File: config.mk
export PLATFORM = sky130hd
export DESIGN_NAME = instruction_loader_flat
export DESIGN_NICKNAME = d
export VERILOG_FILES = /design/src/rtl/instruction_loader_if.sv /design/src/rtl/instruction_loader.sv /design/src/flat_wrapper.sv
export SDC_FILE = /design/constraint.sdc
export NUM_CORES = 1
export LEC_CHECK = 0
export ABC_CLOCK_PERIOD_IN_PS = 3000
export BUFFER_PORTS_ARGS = -buffer_cell sky130_fd_sc_hd__buf_4
export CAP_MARGIN = 20
export CORE_MARGIN = 2
export CORE_UTILIZATION = 55
export DETAILED_ROUTE_END_ITERATION = 10
export PLACE_DENSITY = 0.84
export SETUP_SLACK_MARGIN = 0.5
export SLEW_MARGIN = 40
export SYNTH_ARGS = -nofsm -noshare
export SYNTH_HDL_FRONTEND = slang
export SYNTH_SLANG_ARGS = --single-unit
File: constraint.sdc
create_clock -name i_clock -period 3 [get_ports i_clock]
set_clock_uncertainty 0.2 [all_clocks]
set_input_delay 0.45 -clock i_clock [delete_from_list [all_inputs] [get_ports i_clock]]
set_output_delay 0.45 -clock i_clock [all_outputs]
set_load 0.02 [all_outputs]
File: src/rtl/instruction_loader_if.sv
// Byte-stream input and instruction-memory write port of the instruction loader.
// The master side feeds bytes and start; the slave side (the loader) drives the write port.
interface instruction_loader_if #(
    parameter int NB_BYTE = 8,
    parameter int NB_DATA = 32,
    parameter int NB_ADDR = 32
);
    logic               i_start;
    logic [NB_BYTE-1:0] i_rx_data;
    logic               i_rx_valid;
    logic               o_write_enable;
    logic [NB_ADDR-1:0] o_write_addr;
    logic [NB_DATA-1:0] o_write_data;
    logic               o_loading;
    logic               o_done;
    logic [NB_ADDR-1:0] o_word_count;

    modport master (
        output i_start, i_rx_data, i_rx_valid,
        input  o_write_enable, o_write_addr, o_write_data, o_loading, o_done, o_word_count
    );

    modport slave (
        input  i_start, i_rx_data, i_rx_valid,
        output o_write_enable, o_write_addr, o_write_data, o_loading, o_done, o_word_count
    );
endinterface

File: src/rtl/instruction_loader.sv
// Assembles little-endian byte groups into instructions and writes them to
// consecutive word addresses until HALT or the memory is full.
module instruction_loader #(
    parameter int                 NB_BYTE      = 8,
    parameter int                 NB_DATA      = 32,
    parameter int                 NB_ADDR      = 32,
    parameter int                 MEMORY_DEPTH = 64,
    parameter logic [NB_DATA-1:0] HALT_INSTR   = 32'hFFFFFFFF
) (
    input logic                 i_clock,
    input logic                 i_reset,
    instruction_loader_if.slave bus
);
    // state   | meaning
    // IDLE    | waiting for start, bytes ignored
    // RECEIVE | collecting bytes of the current word
    // WRITE   | one cycle issuing the assembled word to memory
    // DONE    | HALT seen or memory full, bytes ignored
    typedef enum logic [1:0] {IDLE, RECEIVE, WRITE, DONE} state_e;

    localparam int NB_LANES = NB_DATA / NB_BYTE;

    state_e             state_q, state_d;
    logic [1:0]         byte_idx_q, byte_idx_d;
    logic [NB_DATA-1:0] asm_q, asm_d;
    logic [NB_ADDR-1:0] count_q, count_d;
    logic               we_q, we_d;
    logic [NB_ADDR-1:0] addr_q, addr_d;
    logic [NB_DATA-1:0] data_q, data_d;
    logic               loading_q, loading_d;
    logic               done_q, done_d;

    always_comb begin
        state_d    = state_q;
        byte_idx_d = byte_idx_q;
        asm_d      = asm_q;
        count_d    = count_q;
        we_d       = 1'b0;
        addr_d     = addr_q;
        data_d     = data_q;

        case (state_q)
            IDLE, DONE: begin
                if (bus.i_start) begin
                    state_d    = RECEIVE;
                    byte_idx_d = 2'd0;
                    asm_d      = '0;
                    count_d    = '0;
                end
            end
            RECEIVE: begin
                if (bus.i_rx_valid) begin
                    for (int l = 0; l < NB_LANES; l++) begin
                        if (byte_idx_q == 2'(l)) begin
                            asm_d[l*NB_BYTE +: NB_BYTE] = bus.i_rx_data;
                        end
                    end
                    byte_idx_d = byte_idx_q + 2'd1;
                    if (byte_idx_q == 2'd3) begin
                        state_d = WRITE;
                    end
                end
            end
            WRITE: begin
                we_d    = 1'b1;
                addr_d  = count_q;
                data_d  = asm_q;
                count_d = count_q + NB_ADDR'(1);
                if ((asm_q == HALT_INSTR) || (count_q == NB_ADDR'(MEMORY_DEPTH - 1))) begin
                    state_d = DONE;
                end else begin
                    state_d = RECEIVE;
                    // A byte landing in the write cycle starts the next word so full line rate loses nothing.
                    if (bus.i_rx_valid) begin
                        asm_d[NB_BYTE-1:0] = bus.i_rx_data;
                        byte_idx_d         = 2'd1;
                    end
                end
            end
            default: state_d = IDLE;
        endcase

        loading_d = (state_d == RECEIVE) || (state_d == WRITE);
        done_d    = (state_d == DONE);
    end

    always_ff @(posedge i_clock) begin
        if (i_reset) begin
            state_q    <= IDLE;
            byte_idx_q <= 2'd0;
            asm_q      <= '0;
            count_q    <= '0;
            we_q       <= 1'b0;
            addr_q     <= '0;
            data_q     <= '0;
            loading_q  <= 1'b0;
            done_q     <= 1'b0;
        end else begin
            state_q    <= state_d;
            byte_idx_q <= byte_idx_d;
            asm_q      <= asm_d;
            count_q    <= count_d;
            we_q       <= we_d;
            addr_q     <= addr_d;
            data_q     <= data_d;
            loading_q  <= loading_d;
            done_q     <= done_d;
        end
    end

    assign bus.o_write_enable = we_q;
    assign bus.o_write_addr   = addr_q;
    assign bus.o_write_data   = data_q;
    assign bus.o_loading      = loading_q;
    assign bus.o_done         = done_q;
    assign bus.o_word_count   = count_q;
endmodule

File: src/flat_wrapper.sv
// flat-port wrapper written by rule: the top's interface ports become plain ports
module instruction_loader_flat 
#(
    parameter int                 NB_BYTE      = 8,
    parameter int                 NB_DATA      = 32,
    parameter int                 NB_ADDR      = 32,
    parameter int                 MEMORY_DEPTH = 64,
    parameter logic [NB_DATA-1:0] HALT_INSTR   = 32'hFFFFFFFF
)
  (i_clock, i_reset, bus_i_start, bus_i_rx_data, bus_i_rx_valid, bus_o_write_enable, bus_o_write_addr, bus_o_write_data, bus_o_loading, bus_o_done, bus_o_word_count);
  instruction_loader_if #(.NB_BYTE(NB_BYTE), .NB_DATA(NB_DATA), .NB_ADDR(NB_ADDR)) bus_i ();
  input logic i_clock;
  input logic i_reset;
  input wire logic [$bits(bus_i.i_start)-1:0] bus_i_start;
  input wire logic [$bits(bus_i.i_rx_data)-1:0] bus_i_rx_data;
  input wire logic [$bits(bus_i.i_rx_valid)-1:0] bus_i_rx_valid;
  output wire logic [$bits(bus_i.o_write_enable)-1:0] bus_o_write_enable;
  output wire logic [$bits(bus_i.o_write_addr)-1:0] bus_o_write_addr;
  output wire logic [$bits(bus_i.o_write_data)-1:0] bus_o_write_data;
  output wire logic [$bits(bus_i.o_loading)-1:0] bus_o_loading;
  output wire logic [$bits(bus_i.o_done)-1:0] bus_o_done;
  output wire logic [$bits(bus_i.o_word_count)-1:0] bus_o_word_count;
  assign bus_i.i_start = bus_i_start;
  assign bus_i.i_rx_data = bus_i_rx_data;
  assign bus_i.i_rx_valid = bus_i_rx_valid;
  assign bus_o_write_enable = bus_i.o_write_enable;
  assign bus_o_write_addr = bus_i.o_write_addr;
  assign bus_o_write_data = bus_i.o_write_data;
  assign bus_o_loading = bus_i.o_loading;
  assign bus_o_done = bus_i.o_done;
  assign bus_o_word_count = bus_i.o_word_count;
  instruction_loader #(.NB_BYTE(NB_BYTE), .NB_DATA(NB_DATA), .NB_ADDR(NB_ADDR), .MEMORY_DEPTH(MEMORY_DEPTH), .HALT_INSTR(HALT_INSTR)) u_core (.i_clock(i_clock), .i_reset(i_reset), .bus(bus_i));
endmodule
==> summary.md <==
| Metric | Value |
|---|---|
| Worst EP arrival | ~2.6 ns |
| Sequential cell area fraction in the yosys report | between 40% and 50% |
| Status | completed |
| Row cnt | 37 |
| Final hold vios | 0 |
| Die X | 106 um |
| Hold crit path type | primary input to flip-flop |
| Drc violations | 0 |
| First-pass GRT wire length | 22100 um |
| Final worst path period need | around 2.4 ns |
| TritonCTS clock tree | yes |
| CP Data Required Time | 3.21 ns |
| WL/cell | approximately 17 um |
| Synthesized area | around 5800 sq um |
| Core region area | 10200 sq um |
| Number of global-route vias before repair | between 4000 and 5000 |
| Clock Latency Late Sink | around 0.53 ns |
| Syn_nets | approximately 600 |
| Cell Int Power | around 0.0034 W |
| Pins Over Slew Limit | 0 |
| Total GRT Usage | between 20% and 30% |
| Initial Util | between 50% and 60% |
| First-pass DRT Iterations | 7 |
| Area grow syn2layout | 27.0% |
| Initial antenna violation count | 0 |
| Root buffer cell | clkbuf_8 |
| Initial DRC Count | 257 |
| Antenna diode count | 0 |
| Routing usage on met1 | 30.3% |
| # setup viols final | 0 |
| CP Launch Type | flip-flop |
| Final nets | 712 |
| Synth async-reset ratio | 0% |
| Combinational power share | under 10% |
| Final antenna-violating net count | 0 |
| Sw Ratio | roughly 22% |
| Pwr per Cell Area | 595 nW/um^2 |
| WL final | approximately 14000 um |
| Flop pwr share | ~42% |
| Via count | ~4700 |
| Clock Sinks | around 140 |
| GRT Residual Overflow | 0 |
| I/O pin count | around 110 |
| Ys flop type | dfxtp_1 |
| Mean post-synth cell area | around 9.8 sq um |
| Pwr Total | ~0.0044 W |
| Clock Tree Buf Depth | 2 |
| Number of synthesized flops with an enable pin | 0 |
| Maximum VDD drop | a little under 400 uV |
| Met3 GRT Util | under 10% |
| Ranking of synthesized cells by area | dfxtp_1, mux2i_1, nor2_1 |
| Share of cells above drive strength 1 | approximately a quarter |
| Crit. End Element | flip-flop |
| Number of vias per cell | ~5.6 |
| WS Path Type | flip-flop to flip-flop |
| Synth Register Bits | about 140 |
| Global routing usage on met2 | about two fifths |
| Final GP Congestion | about 0.85 |
| Normalized max-slew margin | 53.2% |
| RSZ-0062 raised after global routing | no |
| Count leader, synth | dfxtp_1 |
| Setup TNS | 0 ns |
| Total leakage power | around 2.9 nW |
| Critical path fanouts, max | 17 |
| GR peak layer | met2 |
| Yosys top cell by area | dfxtp_1 |
| Clock power frac | approximately 52% |
| DP HPWL | slightly above 9000 um |
| Die H | roughly 110 um |
| Worst slew pin tran | 0.700 ns |
| Post-Syn Instances | 590 |
| Fmax | roughly 420 MHz |
| H-tree Lvls | 4 |
| CTS Hold Bufs | 0 |
| Max-cap violations | 0 |
| Synth cell types | 53 |
| Yosys top cell area share | a little under half |
| Die area | 11300 sq um |
| Largest net degree at the start of global routing | 47 |
| YS warnings | 0 |
| Psw | between 0.0009 and 0.001 W |
| TritonCTS buffer count | 17 |
| Tcrit/Tclk final | between 70 and 80% |
| Reg clk slew, reported paths | about 0.06 ns |
| Synth cell count leaders | dfxtp_1, nor2_1, mux2i_1 |
| Port buffer count | 110 |
[cells by family after synthesis]
| logic type | after synthesis | share of synthesized area, % |
|---|---|---|
| multiplexers | 98 | 17.1 |
| adder cells (fa/ha/maj) | 8 | 1.74 |
| flip-flops | 135 | 46.9 |
| AND/OR/NAND/NOR | 249 | 23.1 |
| buffers and inverters | 47 | 3.78 |
| XOR/XNOR | 24 | 3.65 |
| AO/OA/AOI/OAI | 29 | 3.73 |
[power by group through the flow]
stage | logic [W] | registers [W] | clock network, W
floorplan | 0.000169 | 0.00187 | 0
global placement | 0.000221 | 0.00188 | 0
detailed placement | 0.000228 | 0.00188 | 0
CTS | 0.000235 | 0.00184 | 0.00229
global route | 0.000254 | 0.00184 | 0.00237
finish | 0.000238 | 0.00184 | 0.00228
[registers in the layout (all words and copies together) (netlist names)]
name	count
u_core.bus.o_done	1
u_core.byte_idx_q	2
u_core.bus.o_word_count	32
u_core.bus.o_loading	1
u_core.bus.o_write_enable	1
u_core.bus.o_write_data	32
u_core.state_q	2
u_core.asm_q	32
u_core.bus.o_write_addr	32
[repair_timing]
item	4_1_cts	5_1_grt
resized for setup	0	1
endpoints found under the setup margin	0	1
buffers inserted	0	1
[through the flow]
stage	hold slack, ns	setup slack [ns]	std cells	utilization [%]	area [sq um]
CTS	0.0957	0.564	839	71.4	7310
finish	0.114	0.606	840	71.6	7320
global route	0.107	0.509	840	71.6	7320
detailed placement	0.287	0.580	808	65.0	6650
floorplan	0.265	0.879	590	-	5770
global placement	0.277	0.702	808	65.0	6650
[area by class of cell]
type                       instances  area (sq um)
fill                             724          2910
multi-input combinational        408          2860
sequential                       135          2700
timing repair buffer             118           890
clock buffer                      20           455
clock inverter                    11           196
tap                              136           170
inverter                          12          45.0
[final timing paths]
kind	cells past startpoint	end	from	slack, ns
hold reg to reg	2	u_core.bus.o_write_addr[19]$_SDFFE_PP0P_	u_core.bus.o_write_addr[19]$_SDFFE_PP0P_	0.30
setup reg to reg	7	u_core.bus.o_word_count[31]$_SDFFE_PP0P_	u_core.state_q[0]$_SDFF_PP0_	0.61
hold / removal	3	u_core.asm_q[3]$_SDFFE_PP0P_	bus_i_rx_data[3]	0.11
setup / recovery	7	u_core.bus.o_word_count[31]$_SDFFE_PP0P_	u_core.state_q[0]$_SDFF_PP0_	0.61
[cell usage in the layout, fill, tap and decap left out, types with 2 or more instances in the layout]
cell and instances:
nor4_2 3, nor2b_1 4, dfxtp_1 135, xnor2_1 20, nor3_1 8, nor4_4 3, nand2_1 24, buf_4 117
and2_1 11, and3_1 2, nand3_4 2, nand2b_1 12, a31o_2 2, o21ai_0 7, clkbuf_8 4, mux2i_1 96
a21oi_2 3, nor4_1 10, a21oi_1 6, clkinv_4 3, bufinv_16 5, inv_1 12, nor3b_1 2, ha_1 7
nand4_1 13, and4_1 5, xor2_1 4, or3_1 4, nand3_1 6, nor2_1 124, or3b_2 8, clkbuf_16 16
clkinvlp_4 2
[routing by layer]
layer / routed length [um] / vias up
met5: 0 / -
li1: - / 2227
met3: 824 / 30
met4: 318 / 0
met1: 5960 / 2254
met2: 6910 / 164
[critical path, cell delays in order, from the launching register on]
cell and delay [ns]:
dfxtp_1 0.38, inv_1 0.09, ha_4 0.37, mux2_4 0.24
nand4_4 0.28, nor3_4 0.30, nand4_1 0.14, mux2_2 0.29
No activity file was read; power rests on OpenSTA's default activity.
